<file path="src/rtl/mem_wb_register.sv">
// Memory-access stage and MEM/WB pipeline register.
// Drives the synchronous data memory from the EX/MEM bundle, registers the
// write-back bundle, and returns extended load data, holding the loaded word
// stable while the pipeline is stalled.
module mem_wb_register #(
  parameter logic [31:0] NOP_INSTR = 32'h00000013
) (
  input  logic        clk,
  input  logic        rst,
  input  logic        stall,
  input  logic        flush,
  input  logic        ex_mem_read,
  input  logic        ex_mem_write,
  input  logic        ex_mem_to_reg,
  input  logic        ex_reg_write,
  input  logic [31:0] ex_instr,
  input  logic [31:0] ex_alu_result,
  input  logic [31:0] ex_store_data,
  output logic [31:0] dmem_addr,
  output logic        dmem_re,
  output logic        dmem_we,
  output logic [3:0]  dmem_be,
  output logic [31:0] dmem_wdata,
  input  logic [31:0] dmem_rdata,
  output logic [33:0] MEMWB,
  output logic [31:0] MEM_DATA,
  output logic [31:0] ALU_DATA,
  output logic        misalign
);

  logic [2:0]  w_f3;
  logic [1:0]  w_addr_lo;
  logic        w_load_legal;
  logic        w_store_legal;
  logic        w_misaligned;
  logic        w_bad;
  logic        w_issue_ok;
  logic [31:0] w_raw;
  logic [7:0]  w_byte;
  logic [15:0] w_half;

  logic [33:0] r_memwb;
  logic [31:0] r_alu;
  logic        r_misalign;
  logic        r_fresh;
  logic [31:0] r_hold;

  assign w_f3      = ex_instr[14:12];
  assign w_addr_lo = ex_alu_result[1:0];

  assign w_load_legal  = (w_f3 == 3'b000) || (w_f3 == 3'b001) || (w_f3 == 3'b010) ||
                         (w_f3 == 3'b100) || (w_f3 == 3'b101);
  assign w_store_legal = (w_f3 == 3'b000) || (w_f3 == 3'b001) || (w_f3 == 3'b010);
  assign w_misaligned  = ((w_f3[1:0] == 2'b01) && w_addr_lo[0]) ||
                         ((w_f3[1:0] == 2'b10) && (w_addr_lo != 2'b00));

  // A bad access is only meaningful for loads/stores; ALU ops are never bad.
  assign w_bad = (ex_mem_read  && (!w_load_legal  || w_misaligned)) ||
                 (ex_mem_write && (!w_store_legal || w_misaligned));

  // Stalled or flushed cycles must not touch memory, so a held store is not repeated.
  assign w_issue_ok = !w_bad && !stall && !flush;
  assign dmem_re    = ex_mem_read  && w_issue_ok;
  assign dmem_we    = ex_mem_write && w_issue_ok;
  assign dmem_addr  = {ex_alu_result[31:2], 2'b00};

  // Store lane selection: replicate the datum across lanes, enable only the target bytes.
  always_comb begin
    dmem_be    = 4'b0000;
    dmem_wdata = ex_store_data;
    case (w_f3[1:0])
      2'b00: begin
        dmem_wdata = {4{ex_store_data[7:0]}};
        dmem_be    = 4'b0001 << w_addr_lo;
      end
      2'b01: begin
        dmem_wdata = {2{ex_store_data[15:0]}};
        dmem_be    = w_addr_lo[1] ? 4'b1100 : 4'b0011;
      end
      default: begin
        dmem_wdata = ex_store_data;
        dmem_be    = 4'b1111;
      end
    endcase
    if (!dmem_we) begin
      dmem_be = 4'b0000;
    end
  end

  // MEM/WB register: reset and flush insert a bubble, stall holds, otherwise capture EX/MEM.
  always_ff @(posedge clk) begin
    if (rst || flush) begin
      r_memwb    <= {2'b00, NOP_INSTR};
      r_alu      <= 32'd0;
      r_misalign <= 1'b0;
    end else if (!stall) begin
      r_memwb    <= {ex_mem_to_reg, ex_reg_write && !w_bad, ex_instr};
      r_alu      <= ex_alu_result;
      r_misalign <= w_bad && (ex_mem_read || ex_mem_write);
    end
  end

  // Load-data hold: memory output is only valid one cycle, so capture it on the first stalled cycle.
  always_ff @(posedge clk) begin
    if (rst) begin
      r_hold  <= 32'd0;
      r_fresh <= 1'b0;
    end else if (flush) begin
      r_fresh <= 1'b0;
    end else if (stall) begin
      if (r_fresh) begin
        r_hold  <= dmem_rdata;
        r_fresh <= 1'b0;
      end
    end else begin
      r_fresh <= ex_mem_read && !w_bad;
    end
  end

  assign w_raw  = r_fresh ? dmem_rdata : r_hold;
  assign w_half = r_alu[1] ? w_raw[31:16] : w_raw[15:0];

  // Byte lane pick for LB/LBU.
  always_comb begin
    w_byte = w_raw[7:0];
    case (r_alu[1:0])
      2'b00:   w_byte = w_raw[7:0];
      2'b01:   w_byte = w_raw[15:8];
      2'b10:   w_byte = w_raw[23:16];
      default: w_byte = w_raw[31:24];
    endcase
  end

  // Extend the selected lane according to the write-back instruction's funct3.
  always_comb begin
    MEM_DATA = 32'd0;
    case (r_memwb[14:12])
      3'b000:  MEM_DATA = {{24{w_byte[7]}}, w_byte};
      3'b001:  MEM_DATA = {{16{w_half[15]}}, w_half};
      3'b010:  MEM_DATA = w_raw;
      3'b100:  MEM_DATA = {24'd0, w_byte};
      3'b101:  MEM_DATA = {16'd0, w_half};
      default: MEM_DATA = 32'd0;
    endcase
  end

  assign MEMWB    = r_memwb;
  assign ALU_DATA = r_alu;
  assign misalign = r_misalign;

endmodule

</file>
<file path="config.mk">
export PLATFORM = sky130hd
export DESIGN_NAME = mem_wb_register
export DESIGN_NICKNAME = d
export VERILOG_FILES = /design/src/rtl/mem_wb_register.sv
export SDC_FILE = /design/constraint.sdc
export NUM_CORES = 1
export LEC_CHECK = 0
export CORE_MARGIN = 5
export CORE_UTILIZATION = 35
export CTS_BUF_LIST = sky130_fd_sc_hd__clkbuf_16
export CTS_CLUSTER_DIAMETER = 50
export CTS_CLUSTER_SIZE = 12
export DETAILED_ROUTE_END_ITERATION = 8
export PLACE_DENSITY = 0.76
export SKIP_LAST_GASP = 1
export SLEW_MARGIN = 20
export SYNTH_ARGS = -nofsm -noshare
export SYNTH_HDL_FRONTEND = slang
export SYNTH_SLANG_ARGS = --single-unit
</file>
<file path="constraint.sdc">
create_clock -name clk -period 3.05 [get_ports clk]
set_clock_uncertainty 0.2 [all_clocks]
set_input_delay 0.915 -clock clk [delete_from_list [all_inputs] [get_ports clk]]
set_output_delay 0.915 -clock clk [all_outputs]
set_load 0.1 [all_outputs]
</file>
==> results of run 1 <==
==> cell families (layout without fill, tap and decap cells) <==
kind of cell	after synthesis	count (layout)	synth area share [%]
mux	129	129	26.36
flops	100	100	38.76
buf+inv	87	409	9.666
simple gates	170	170	13.57
other cells	1	4	0.07260
compound gates	91	91	11.58
==> report_power, final <==
part / switching, mW / internal, mW / total (mW)
combinational: 1.12 / 0.667 / 1.79
clock: 0.504 / 0.601 / 1.11
sequential: 0.0295 / 1.34 / 1.37
total: 1.66 / 2.61 / 4.27
==> path summary, 6_finish.rpt <==
path	start	end	slack (ps)	cells past startpoint
setup / recovery	dmem_rdata[15]	MEM_DATA[20]	-560	7
hold / removal	r_hold[22]	r_hold[22]	260	2
hold reg to reg	r_hold[22]	r_hold[22]	260	2
setup reg to reg	r_fresh	r_hold[11]	1140	5
==> final cells by class <==
class                      count  area, µm²  share of cell area (%)
inverter                       5      22.52                  0.2078
multi-input combinational    392       3650                   33.68
clock buffer                  10      250.2                   2.309
timing repair buffer         388       4624                   42.67
clock inverter                 6      36.28                  0.3348
sequential                   100       2019                   18.63
tap                          184      230.2                   2.124
antenna                        2      5.005                 0.04618
==> synth_stat cells (2+ instances only) <==
| cell | number | area share (%) |
|---|---|---|
| nand2_1 | 58 | 4.2 |
| nor2b_1 | 2 | 0.24 |
| o21ai_1 | 8 | 0.78 |
| nand3_1 | 5 | 0.48 |
| o221ai_1 | 10 | 1.7 |
| o21ai_0 | 17 | 1.6 |
| buf_1 | 9 | 0.65 |
| buf_2 | 3 | 0.29 |
| a21oi_1 | 25 | 2.4 |
| nand2b_1 | 4 | 0.48 |
| and2_1 | 2 | 0.24 |
| clkbuf_1 | 27 | 2.0 |
| nor3b_1 | 2 | 0.29 |
| nor2_1 | 87 | 6.3 |
| a221oi_1 | 4 | 0.68 |
| a211oi_1 | 15 | 2.2 |
| mux4_2 | 3 | 1.3 |
| mux2_2 | 25 | 5.5 |
| inv_1 | 5 | 0.36 |
| buf_4 | 41 | 6.0 |
| dfxtp_1 | 100 | 39 |
| buf_6 | 2 | 0.44 |
| nor3_1 | 4 | 0.39 |
| mux2i_1 | 100 | 19 |
| a2bb2oi_1 | 4 | 0.68 |
==> stage by stage <==
stage | setup WS (ps) | hold WS [ps]
global placement | -893.7 | 239.5
detailed placement | -949.2 | 248.4
finish | -563.5 | 256.0
floorplan | -615.6 | 233.8
global route | -589.5 | 281.4
CTS | -580.7 | 259.5
==> state kept, by name, summed over array words and instances (netlist names) <==
register,count
MEMWB,34
ALU_DATA,32
r_hold,32
misalign,1
r_fresh,1
==> routing by layer <==
| layer | GRT usage [%] | part of all wire [%] |
|---|---|---|
| met1 | 26.20 | 36 |
| met2 | 45.23 | 53 |
| met3 | 8.028 | 8.0 |
| met4 | 9.600 | 2.7 |
| met5 | 0 | 0 |
==> what timing repair did <==
item,CTS,global route
setup endpoints to repair,62,56
buffers inserted,13,4
pin swaps,24,9
resized for setup,112,18
==> critical path, cell delays in order <==
cell	delay, ps
buf_8	100
mux2_4	250
mux4_2	520
a31oi_4	240
buf_12	210
o21ai_4	80
buf_12	180
==> flow_summary.ini, run 1 <==
[placement]
io_buffers = 302
dpl.hpwl_um = 17710
placed_area_um2 = 10240
gp_congestion = 0.8469
dp_cells = 1057

[timing]
drv_slew = 0
finalSetupTns_ps = -18120
setup_viol_count_final = 38
grt_setup_unrepaired = yes
fin_crit_ps = 3614
setup_ws_ps = -563.5
relSlewSlack_pct = 55.69
tightest_slew_ps = 646.2
finalHoldViolCount = 0
clock.fmax_mhz = 276.7
period_share_pct = 118.5

[final_layout]
final_common_cell = buf_4
area_growth_pct = 109.8
fill_cells = 921
mostFrequentLayoutCells = buf_4 (140), buf_12 (109), clkdlybuf4s50_1 (98)
design_area_um2 = 10840
fin_util_pct = 74.85
fin_cells = 1087
nets = 1032
final_layout_size_suffix_gt1_share_pct = 44.73

[clocking]
cts_htree_levels = 3
clock_latency_ps = 340
root_buffer = clkbuf_16
cts_sinks = 100
cts-hold-fix-buffers = 0
path_clk_slew_ps = 60
clockBufferDepth = 2
cts_tree = done
numCtsBuffers = 9

[critical_path]
criticalPathCategory = input port to output pin
cp_max_fo = 8
cp.required_ps = 1930
end_kind = output pin
start_kind = input port
cp_data_arrival_time_ps = 2500

[status]
violations = setup timing
status = complete, but fails checks

[power]
p_total_mw = 4.269
power_density_nw_per_um2 = 393.9
leakage_nw = 4.470
peakVddDrop_v = 0.0003576

[logic_synthesis]
ys_ff_latch = 100
synth_edf_count = 0
synth_area_um2 = 5165
yosysUniqueCellTypes = 41
syn_inst = 578
avgSynthCellArea_um2 = 8.936
yosys_warnings = 0
ys.flop_type = dfxtp_1
seq_area_frac_synth_pct = 38.76
ys_async_sr_fraction_pct = 0

[flow_run]
cap_violations = 0

[detailed_routing]
wl_per_cell_um = 20.48
drtPass1Iterations = 4
num_vias = 5551
drt_wl_total_um = 22260
drt_iter0_drc = 314
viasPerCell = 5.107
antenna_left = 0
drcViolationCount = 0

[die]
rows = 44
ios = 305
die_y_um = 131.5
start_util_pct = 35.67
core_um2 = 14480
dieArea_um2 = 17290
die_w_um = 131.5

[global_route]
grt_max_degree = 58
track_usage_pct = 24.72
grt_pass1_wl_um = 34420
first_global_vias = 6166
grt-ovfl-total = 0
antenna_found_initial = 1

[worst_hold_path]
hp-class = register to register
Power figures use the tool's default switching activity.
==> run 2, diff against run 1 <==
- CAP_MARGIN: not set -> 20
==> results of run 2 <==
No change in the layout: final DEF, timing and power equal those of run 1.
==> RTL change: new RTL, config.mk and constraints of run 2 <==
Make the reset (`rst`) asynchronous in one clocked block.
--- a/src/rtl/mem_wb_register.sv
+++ b/src/rtl/mem_wb_register.sv
@@ -101,7 +101,7 @@
   end
 
   // Load-data hold: memory output is only valid one cycle, so capture it on the first stalled cycle.
-  always_ff @(posedge clk) begin
+  always_ff @(posedge clk or posedge rst) begin
     if (rst) begin
       r_hold  <= 32'd0;
       r_fresh <= 1'b0;
Formal check against the unedited RTL: differs if rst is asserted again (counterexample within 4 cycles, from zero or initial values and one cycle with rst high); with rst held inactive, the same outputs for 4 cycles.
==> RTL change against run 2 <==
- the flow still finishes with violations (negative setup slack)
- cell count decreased by 7.8%
- setup slack improved by 190 ps
- critical path depth down 1
- cell area is 3.3% lower
- sequential cell count unchanged
- total power rose by 40%
- routed wire length decreased by 8.9%
- sequential power grew 11%
- global-route usage shrank 1.9 points
- synthesized area grew 3.4%
- critical path type unchanged
- critical endpoint is now MEM_DATA[12]
- largest cell class unchanged
==> RTL change: results (changes against run 2) <==
.. list-table::
   :header-rows: 1

   * - Metric
     - Value
   * - Outcome
     - complete, but fails checks (unchanged)
   * - Violations in the final reports
     - negative setup slack (unchanged)
   * - Placer congestion estimate
     - 0.823 (was 0.847)
   * - Global router's overall resource usage
     - 22.8% (was 24.7%)
   * - Most area-consuming cells after synthesis
     - dfxtp_1, mux2i_1, dfrtp_1 (was dfxtp_1, mux2i_1, nor2_1)
   * - Sequential share of the synthesized area
     - 40.6% (was 38.8%)
   * - Avg WL per Cell
     - 20.2 µm (was 20.5 µm)
   * - Library cell contributing the largest single delay on the critical path
     - mux4_2 (unchanged)
   * - Peak VDD IR
     - 0.342 mV (was 0.358 mV)
   * - Post-synthesis async set-or-reset flop share
     - 33.0% (was 0%)
   * - Drt initial violations
     - 162 (was 314)
   * - Final TNS setup
     - -8470 ps (was -18120 ps)
   * - Placed wire-length estimate
     - 16200 µm (was 17700 µm)
   * - Maximum level of the CTS H-tree
     - 3 (unchanged)
   * - GR met3 Demand/Resource
     - 7.85% (was 8.03%)
   * - Clock latency at the later pin of the worst-skew pair
     - 340 ps (about the same)
   * - Final standard cell count with taps included and fillers excluded
     - 1002 (was 1087)
   * - Number of instances in the placed design
     - 977 (was 1057)
   * - Data arrival time of the critical path
     - 2310 ps (was 2500 ps)
   * - Synth unique cells
     - 34 (was 41)
   * - Largest net degree at the start of global routing
     - 66 (was 58)
   * - Setup violation total in the final timing report
     - 31 (was 38)
   * - Fraction of final layout cells sized beyond drive strength 1
     - 50.6% (was 44.7%)
   * - Vias in the first global route
     - 5581 (was 6166)
   * - Worst slack after detailed placement
     - -736 ps (was -949 ps)
   * - Transition time at the pin with the least slew margin
     - 1050 ps (was 646 ps)
   * - Fin worst setup slack
     - -373 ps (was -564 ps)
   * - Per-cell via count in the routed design
     - 5.06 (was 5.11)
   * - Clock slew seen by the registers of the worst setup and hold paths
     - 80 ps (was 60 ps)
   * - Cell types with the highest counts after synthesis
     - mux2i_1, nor2_1, dfxtp_1 (was dfxtp_1, mux2i_1, nor2_1)
   * - Met2 track demand over resource in global routing
     - 40.2% (was 45.2%)
   * - Critical-path maximum fanout
     - 7 (was 8)
   * - Net count, final
     - 942 (was 1032)
   * - M1 GR Usage
     - 25.4% (was 26.2%)
   * - Max stage delay on crit path
     - 550 ps (was 520 ps)
   * - Mean area per synthesized cell
     - 10.5 µm² (was 8.94 µm²)
   * - Number of antenna violations at the first check in global routing
     - 2 (was 1)
   * - Leakage Power
     - 4.55 nW (was 4.47 nW)
   * - First-pass GRT wire length
     - 31900 µm (was 34400 µm)
==> RTL change: cell types whose count changed after synthesis, sizes merged, moves of 7 or more <==
cell | run 2 | this run
mux2i | 100 | 107
dfrtp | 0 | 33
nand2 | 58 | 19
a211oi | 15 | 0
o21ai | 25 | 12
clkbuf | 27 | 17
a21oi | 25 | 5
nor2 | 87 | 69
dfxtp | 100 | 67
o22ai | 1 | 17
mux2 | 26 | 47
==> RTL change: routing by layer <==
| layer | vias to the layer above | wire length [µm] |
|---|---|---|
| met3 | 39 | 1640 |
| li1 | 2383 | - |
| met5 | - | 0 |
| met2 | 205 | 10500 |
| met1 | 2441 | 7580 |
| met4 | 0 | 581 |
==> RTL change: worst paths after layout <==
path,endpoint,slack [ps],cells past startpoint,start
max,MEM_DATA[12],-370,6,dmem_rdata[23]
min,MEMWB[11]$_SDFFE_PP0N_,300,2,MEMWB[11]$_SDFFE_PP0N_
max reg2reg,r_hold[17]$_DFFE_PP0P_,1390,4,r_fresh$_DFF_PP0_
min reg2reg,MEMWB[11]$_SDFFE_PP0N_,300,2,MEMWB[11]$_SDFFE_PP0N_
max in group asynchronous,r_fresh$_DFF_PP0_,1480,3,rst
min in group asynchronous,r_hold[14]$_DFFE_PP0P_,830,3,rst
==> RTL change: power by group <==
group,switching (mW),total (mW),internal [mW]
clock network,0.536,1.15,0.618
registers,0.0913,1.52,1.43
logic,2.05,3.28,1.23
total,2.68,5.96,3.28
==> RTL change: timing repair <==
item | in CTS | in global routing
setup endpoints to repair | 62 | 50
setup buffers | 8 | 0
pin swaps | 22 | 4
resized for setup | 180 | 4
==> RTL change: cells by family (layout without fill, tap and decap cells) <==
family	Yosys count	count (layout)	synth area share, %
buf+inv	83	384	9.44
simple gates	107	107	8.72
compound gates	55	55	7.19
mux	163	163	34.0
flops	100	100	40.6
other cells	1	5	0.0702
==> RTL change: worst register-to-register path, stage by stage, from the launching register on <==
cell	delay, ps
dfrtp_2	470
buf_4	160
nand3b_1	120
buf_12	220
mux2_2	390
==> RTL change: area by class of cell <==
| class | count | area [µm²] |
|---|---|---|
| antenna | 3 | 7.51 |
| clock buffer | 10 | 250 |
| clock inverter | 6 | 53.8 |
| fill | 1035 | 4610 |
| inverter | 6 | 22.5 |
| multi-input combinational | 327 | 3410 |
| sequential | 100 | 2180 |
| tap | 188 | 235 |
| timing repair buffer | 362 | 4320 |
